`config.mk`:
```
export PLATFORM = sky130hd
export DESIGN_NAME = am_error_monitor
export DESIGN_NICKNAME = d
export VERILOG_FILES = /design/src/rtl/am_mon_pkg.sv /design/src/rtl/am_ed_stage.sv /design/src/rtl/am_error_monitor.sv
export SDC_FILE = /design/constraint.sdc
export NUM_CORES = 1
export LEC_CHECK = 0
export BUFFER_PORTS_ARGS = -buffer_cell sky130_fd_sc_hd__buf_2
export CAP_MARGIN = 30
export CELL_PAD_IN_SITES_DETAIL_PLACEMENT = 1
export CELL_PAD_IN_SITES_GLOBAL_PLACEMENT = 1
export CORE_UTILIZATION = 49
export CTS_CLUSTER_DIAMETER = 150
export DETAILED_ROUTE_END_ITERATION = 16
export PLACE_DENSITY_LB_ADDON = 0.08
export SYNTH_ARGS = -nofsm -noshare
export SYNTH_HDL_FRONTEND = slang
export SYNTH_HIERARCHICAL = 1
export SYNTH_SLANG_ARGS = --single-unit
```
`constraint.sdc`:
```
create_clock -name clk -period 5.85 [get_ports clk]
set_input_delay 0.2925 -clock clk [delete_from_list [all_inputs] [get_ports clk]]
set_output_delay 0.2925 -clock clk [all_outputs]
set_load 0.005 [all_outputs]
```
`src/rtl/am_mon_pkg.sv`:
```
// rtl/am_mon_pkg.sv - shared types and constants for the multiplier error monitor
package am_mon_pkg;

  typedef enum logic [1:0] {
    IDLE  = 2'd0,
    RUN   = 2'd1,
    DRAIN = 2'd2,
    DONE  = 2'd3
  } mon_state_t;

  localparam int DEF_WIDTH = 8;
  localparam int DEF_CNT_W = 16;

  // |ED| fits in 2*width bits; cnt_w extra bits absorb a full window without wrap
  function automatic int sum_width(input int width, input int cnt_w);
    return 2 * width + cnt_w;
  endfunction

endpackage

```
`src/rtl/am_ed_stage.sv`:
```
// rtl/am_ed_stage.sv - registered error-distance stage for an approximate multiplier
module am_ed_stage
  import am_mon_pkg::*;
#(
  parameter int WIDTH = DEF_WIDTH
) (
  input  logic               clk,
  input  logic               rst_n,
  input  logic               valid,
  input  logic [WIDTH-1:0]   x,
  input  logic [WIDTH-1:0]   y,
  input  logic [2*WIDTH-1:0] z_approx,
  output logic               out_valid,
  output logic [2*WIDTH:0]   ed,
  output logic [2*WIDTH-1:0] abs_ed,
  output logic               nonzero
);

  logic [2*WIDTH-1:0] exact;
  logic [2*WIDTH:0]   ed_d;
  logic [2*WIDTH:0]   ed_neg;
  logic [2*WIDTH-1:0] abs_d;

  // Exact product and signed difference; one extra bit keeps the sign of z - x*y
  always_comb begin
    exact  = {{WIDTH{1'b0}}, x} * {{WIDTH{1'b0}}, y};
    ed_d   = {1'b0, z_approx} - {1'b0, exact};
    ed_neg = -ed_d;
    abs_d  = ed_d[2*WIDTH] ? ed_neg[2*WIDTH-1:0] : ed_d[2*WIDTH-1:0];
  end

  // Capture ED for accepted samples; data holds during bubbles
  always_ff @(posedge clk or negedge rst_n) begin
    if (!rst_n) begin
      out_valid <= 1'b0;
      ed        <= '0;
      abs_ed    <= '0;
      nonzero   <= 1'b0;
    end else begin
      out_valid <= valid;
      if (valid) begin
        ed      <= ed_d;
        abs_ed  <= abs_d;
        nonzero <= |ed_d;
      end
    end
  end

endmodule

```
`src/rtl/am_error_monitor.sv`:
```
// rtl/am_error_monitor.sv - windowed error statistics for an approximate multiplier
module am_error_monitor
  import am_mon_pkg::*;
#(
  parameter int WIDTH = DEF_WIDTH,
  parameter int CNT_W = DEF_CNT_W,
  parameter int SUM_W = sum_width(DEF_WIDTH, DEF_CNT_W)
) (
  input  logic               clk,
  input  logic               rst_n,
  input  logic               start,
  input  logic [CNT_W-1:0]   win_len,
  input  logic               in_valid,
  output logic               in_ready,
  input  logic [WIDTH-1:0]   x,
  input  logic [WIDTH-1:0]   y,
  input  logic [2*WIDTH-1:0] z_approx,
  output logic               busy,
  output logic               res_valid,
  input  logic               res_ready,
  output logic [CNT_W-1:0]   res_count,
  output logic [CNT_W-1:0]   res_err_count,
  output logic [SUM_W-1:0]   res_sum_abs,
  output logic [SUM_W:0]     res_sum_signed,
  output logic [2*WIDTH-1:0] res_max_abs
);

  mon_state_t state, state_nxt;

  logic [CNT_W-1:0]   win_q;
  logic [CNT_W-1:0]   acc_cnt;
  logic               start_go;
  logic               accept;

  logic               s1_valid;
  logic [2*WIDTH:0]   s1_ed;
  logic [2*WIDTH-1:0] s1_abs;
  logic               s1_nz;

  logic [CNT_W-1:0]   cnt_q;
  logic [CNT_W-1:0]   err_q;
  logic [SUM_W-1:0]   sabs_q;
  logic [SUM_W:0]     ssig_q;
  logic [2*WIDTH-1:0] max_q;

  assign accept = in_valid & in_ready;

  am_ed_stage #(
    .WIDTH (WIDTH)
  ) u_ed_stage (
    .clk       (clk),
    .rst_n     (rst_n),
    .valid     (accept),
    .x         (x),
    .y         (y),
    .z_approx  (z_approx),
    .out_valid (s1_valid),
    .ed        (s1_ed),
    .abs_ed    (s1_abs),
    .nonzero   (s1_nz)
  );

  // State register
  always_ff @(posedge clk or negedge rst_n) begin
    if (!rst_n) begin
      state <= IDLE;
    end else begin
      state <= state_nxt;
    end
  end

  // Next state and handshake outputs; start only counts in IDLE
  always_comb begin
    state_nxt = state;
    in_ready  = 1'b0;
    busy      = 1'b1;
    res_valid = 1'b0;
    start_go  = 1'b0;
    case (state)
      IDLE: begin
        busy = 1'b0;
        if (start) begin
          start_go  = 1'b1;
          state_nxt = (win_len == '0) ? DONE : RUN;
        end
      end
      RUN: begin
        in_ready = (acc_cnt < win_q);
        if (in_valid && in_ready && ((acc_cnt + CNT_W'(1)) == win_q)) begin
          state_nxt = DRAIN;
        end
      end
      DRAIN: begin
        // stage 2 writes the accumulators in place, so an empty stage 1
        // means the final update has already landed
        if (!s1_valid) begin
          state_nxt = DONE;
        end
      end
      DONE: begin
        res_valid = 1'b1;
        if (res_ready) begin
          state_nxt = IDLE;
        end
      end
      default: state_nxt = IDLE;
    endcase
  end

  // Window length latch, accepted-sample counter and stage-2 accumulators
  always_ff @(posedge clk or negedge rst_n) begin
    if (!rst_n) begin
      win_q   <= '0;
      acc_cnt <= '0;
      cnt_q   <= '0;
      err_q   <= '0;
      sabs_q  <= '0;
      ssig_q  <= '0;
      max_q   <= '0;
    end else if (start_go) begin
      win_q   <= win_len;
      acc_cnt <= '0;
      cnt_q   <= '0;
      err_q   <= '0;
      sabs_q  <= '0;
      ssig_q  <= '0;
      max_q   <= '0;
    end else begin
      if (accept) begin
        acc_cnt <= acc_cnt + CNT_W'(1);
      end
      if (s1_valid) begin
        cnt_q  <= cnt_q + CNT_W'(1);
        err_q  <= err_q + {{(CNT_W-1){1'b0}}, s1_nz};
        sabs_q <= sabs_q + {{(SUM_W-2*WIDTH){1'b0}}, s1_abs};
        ssig_q <= ssig_q + {{(SUM_W-2*WIDTH){s1_ed[2*WIDTH]}}, s1_ed};
        // strict compare: ties keep the earlier maximum
        if (s1_abs > max_q) begin
          max_q <= s1_abs;
        end
      end
    end
  end

  assign res_count      = cnt_q;
  assign res_err_count  = err_q;
  assign res_sum_abs    = sabs_q;
  assign res_sum_signed = ssig_q;
  assign res_max_abs    = max_q;

endmodule

```
==> metrics.md <==
| Metric | Value |
|---|---|
| Post-DP HPWL | between 30 and 40 mm |
| RSZ-0062 raised after global routing | no |
| Critical Path RT | 6180 ps |
| Worst-path fanout max | 13 |
| DR WL met3 | between 1 and 1.5 mm |
| Post-synth EDFFs | 0 |
| Met1 wire length | ~18 mm |
| Die area | between 30,000 and 40,000 um^2 |
| Ys Warns | 6 |
| Number of global-route vias before repair | between 10,000 and 15,000 |
| Worst-skew pair later-pin latency | about 450 ps |
| RR Endpoint | u_ed_stage/abs_ed[15] |
| Slowest cell on crit path | fa_1 |
| Netlist cell types | 81 |
| Pwr/cell area | between 500 and 600 nW/um^2 |
| CP endpoint kind | flop |
| Period utilization | 85.3% |
| CTS max path bufs | 2 |
| Post-cts resize count | 0 |
| DR top layer | met4 |
| Slew headroom | about a third |
| DRC viols | 0 |
| Largest net degree at the start of global routing | 93 |
| Core Util, Final | approximately 56% |
| Share of cells above drive strength 1 | between 10% and 20% |
| IR drop worst, VDD | ~0.29 mV |
| Vert. Die Dim | about 170 um |
| Area delta synth->final | 12.3% |
| Routed wire length | ~40 mm |
| Final Skew | between 15 and 20 ps |
| TritonCTS buffer count | 17 |
| Reg2reg path depth | 13 |
| Clk slew on worst S/H paths | 80 ps |
| Non-filler cells, final | about 2,200 |
| Max-cap violations | 0 |
| Initial antenna violation count | 0 |
| Number of DRC markers in iteration 0 | about 560 |
| WL/cell | 18.5 um |
| Gp weighted congestion | 0.842 |
| Root Driver | clkbuf_16 |
| Cell Rows | 62 |
| Syn nets | between 1,500 and 2,000 |
| Max-slew violation count | 0 |
| Drt pass-1 iters | 5 |
| Number of H-tree levels | 4 |
| Core ar. | just under 30,000 um^2 |
| Min-Delay Path Class | in2reg |
| Fin Setup TNS | 0 ps |
| Outcome | finished clean |
| Setup bufs post-CTS | 0 |
| Fmax achieved | about 200 MHz |
| Slew of the pin with the lowest slew margin | between 1000 and 1500 ps |
| Leakage | roughly 0.008 uW |
| Startpoint class of the critical path | input port |
| Wire length on met2 | 20.0 mm |
| Top Ports | 169 |
| Crit-path cells | buf_2 -> and2_1 -> fa_1 -> inv_1 -> fa_1 -> fa_1 -> inv_1 -> fa_1 -> inv_1 -> ha_1 -> o21ai_0 -> o21a_1 -> a2111o_1 -> nand3_1 -> a21o_1 -> and2_1 -> nor4b_1 -> a211o_1 |
| Clk sinks | about 180 |
| Critical path type | in2reg |
| Via/cell ratio | 5.75 |
| Ys async rst share | between 90% and 100% |
| CP max stage delay | between 500 and 600 ps |
| Worst flop-to-flop path startpoint | win_q[9] |
| Final net count | roughly 2,000 |
| CTS tree | yes |
| Reg2reg setup slack | slightly below 2000 ps |
| DR vias | 12,500 |
| Synthesized instance count | about 1,600 |
| Syn avg cell area | between 8 and 9 um^2 |
| Cells after DPL | approximately 2,100 |
| Total GRT Usage | roughly 28% |
| Die Width | 174 um |
| Top FF cell, synth | dfrtp_1 |
| Fin. Hold Viols | 0 |
| Gr ovfl total | 0 |
| Synthesized cell area | roughly 14,000 um^2 |
| Worst EP arrival | approximately 5300 ps |
| CP startpoint | y[1] |
| #FFs+latches synth | 181 |
| Seq/Total Area, Yosys | 31.3% |
| Worst Setup EP | u_ed_stage/abs_ed[14] |
| Initial Util | 50.2% |
| Antenna diodes | 0 |
| Remaining antenna violation count after routing | 0 |
| First-pass GRT wire length | between 60 and 70 mm |
| Most used cell along the critical path | fa_1 |
| PortBufs | ~170 |
| Final setup vio count | 0 |
| Tmin final | approximately 5000 ps |
logic make-up after synthesis:
kind of cell               Yosys count  share of synthesized area (%)
buffers and inverters              207                           5.58
and+or+nand+nor                    530                           17.9
muxes                               64                           4.53
DFF                                181                           31.3
AOI/OAI and AO/OA                  348                           15.7
adders and majority gates          182                           18.4
xor gates and xnor gates           110                           6.65
sequential cells by signal, indices dropped and copies added, names as in the netlist:
| register | flops |
|---|---|
| res_err_count | 16 |
| res_sum_signed | 33 |
| u_ed_stage/out_valid | 1 |
| res_sum_abs | 32 |
| win_q | 16 |
| u_ed_stage/abs_ed | 15 |
| state | 2 |
| res_max_abs | 16 |
| u_ed_stage/ed | 17 |
| acc_cnt | 16 |
| u_ed_stage/nonzero | 1 |
| res_count | 16 |
area by class of cell:
class / instances / area [um^2]
Clock buffer: 18 / 429
Clock inverter: 14 / 150
Fill cell: 3499 / 12600
Inverter: 158 / 593
Multi-Input combinational cell: 1234 / 9150
Sequential cell: 181 / 4530
Tap cell: 384 / 480
Timing Repair Buffer: 178 / 927
per-stage QoR:
| stage | setup slack (ps) | area [um^2] | power (uW) | hold WS (ps) |
|---|---|---|---|---|
| after global routing | 586 | 16300 | 9690 | 65.7 |
| after floorplan | 947 | 14500 | 6120 | -3.09 |
| after detailed placement | 464 | 15700 | 7680 | 428 |
| final | 858 | 16300 | 8880 | 54.8 |
| after CTS | 932 | 16300 | 8920 | 45.9 |
| after global placement | 636 | 15700 | 7430 | 422 |
synth_stat cells (5+ instances only):
master	number	area share (%)
a211o_1	6	0.36
a211oi_1	18	0.93
a21boi_0	7	0.36
a21o_1	34	1.8
a21oi_1	99	3.4
a21oi_2	5	0.30
a31oi_1	14	0.60
and2_1	39	1.7
and3_1	19	0.82
and4_1	5	0.30
buf_2	10	0.35
clkbuf_1	36	0.93
dfrtp_1	181	31
fa_1	51	7.0
ha_1	131	11
inv_1	156	4.0
mux2_2	13	1.0
mux2i_1	51	3.5
nand2_1	140	3.6
nand3_1	40	1.4
nand4_1	29	1.3
nor2_1	154	4.0
nor2b_1	9	0.39
nor3_1	23	0.79
nor4_1	9	0.39
o211ai_1	10	0.52
o21a_1	18	0.93
o21ai_0	74	2.6
o21ai_1	8	0.28
o31ai_1	8	0.41
or3_1	24	1.0
or4_1	7	0.36
xnor2_1	53	3.2
xor2_1	57	3.4
where the power goes:
group	switching [uW]	leakage, uW	internal, uW
logic	3380	0.00541	2300
registers	401	0.00235	1630
clock network	542	0.000277	634
critical path: cells and delay by family:
kind | cells | cell delay [ps]
adder cells (fa/ha/maj) | 5 | 2470
AO/OA/AOI/OAI | 5 | 1560
AND/OR/NAND/NOR | 4 | 690
buffers and inverters | 4 | 290
cells in the final DEF (no fill, tap or decap), types with 19 or more instances in the layout:
master and instances:
dfrtp_1 180, buf_2 167, inv_1 156, nor2_1 154
nand2_1 140, ha_1 131, a21oi_1 99, o21ai_0 74
xor2_1 57, xnor2_1 53, mux2i_1 51, fa_1 51
nand3_1 40, and2_1 38, a21o_1 34, nand4_1 29
or3_1 24, nor3_1 23, and3_1 19
how the worst min path moves through the flow:
stage                     startpoint          to  cells after the start
after floorplan                rst_n  acc_cnt[0]                      0
after global placement         rst_n    win_q[7]                      1
after detailed placement       rst_n    win_q[6]                      1
after CTS                 win_len[5]    win_q[5]                      3
after global routing      win_len[1]    win_q[1]                      3
final                     win_len[5]    win_q[5]                      3
what timing repair did:
item | in CTS | in global routing
hold buffers | 1 | 0
hold endpoints to repair | 90 | 0
setup endpoints to repair | 0 | 0
layer usage:
metal / vias to the layer above / track usage, %
met4: 0 / 7.89
met1: 6271 / 35.4
met3: 53 / 3.81
met2: 210 / 48.9
met5: - / 0
li1: 5933 / -
Note: power is estimated with default switching activity, not from simulation.
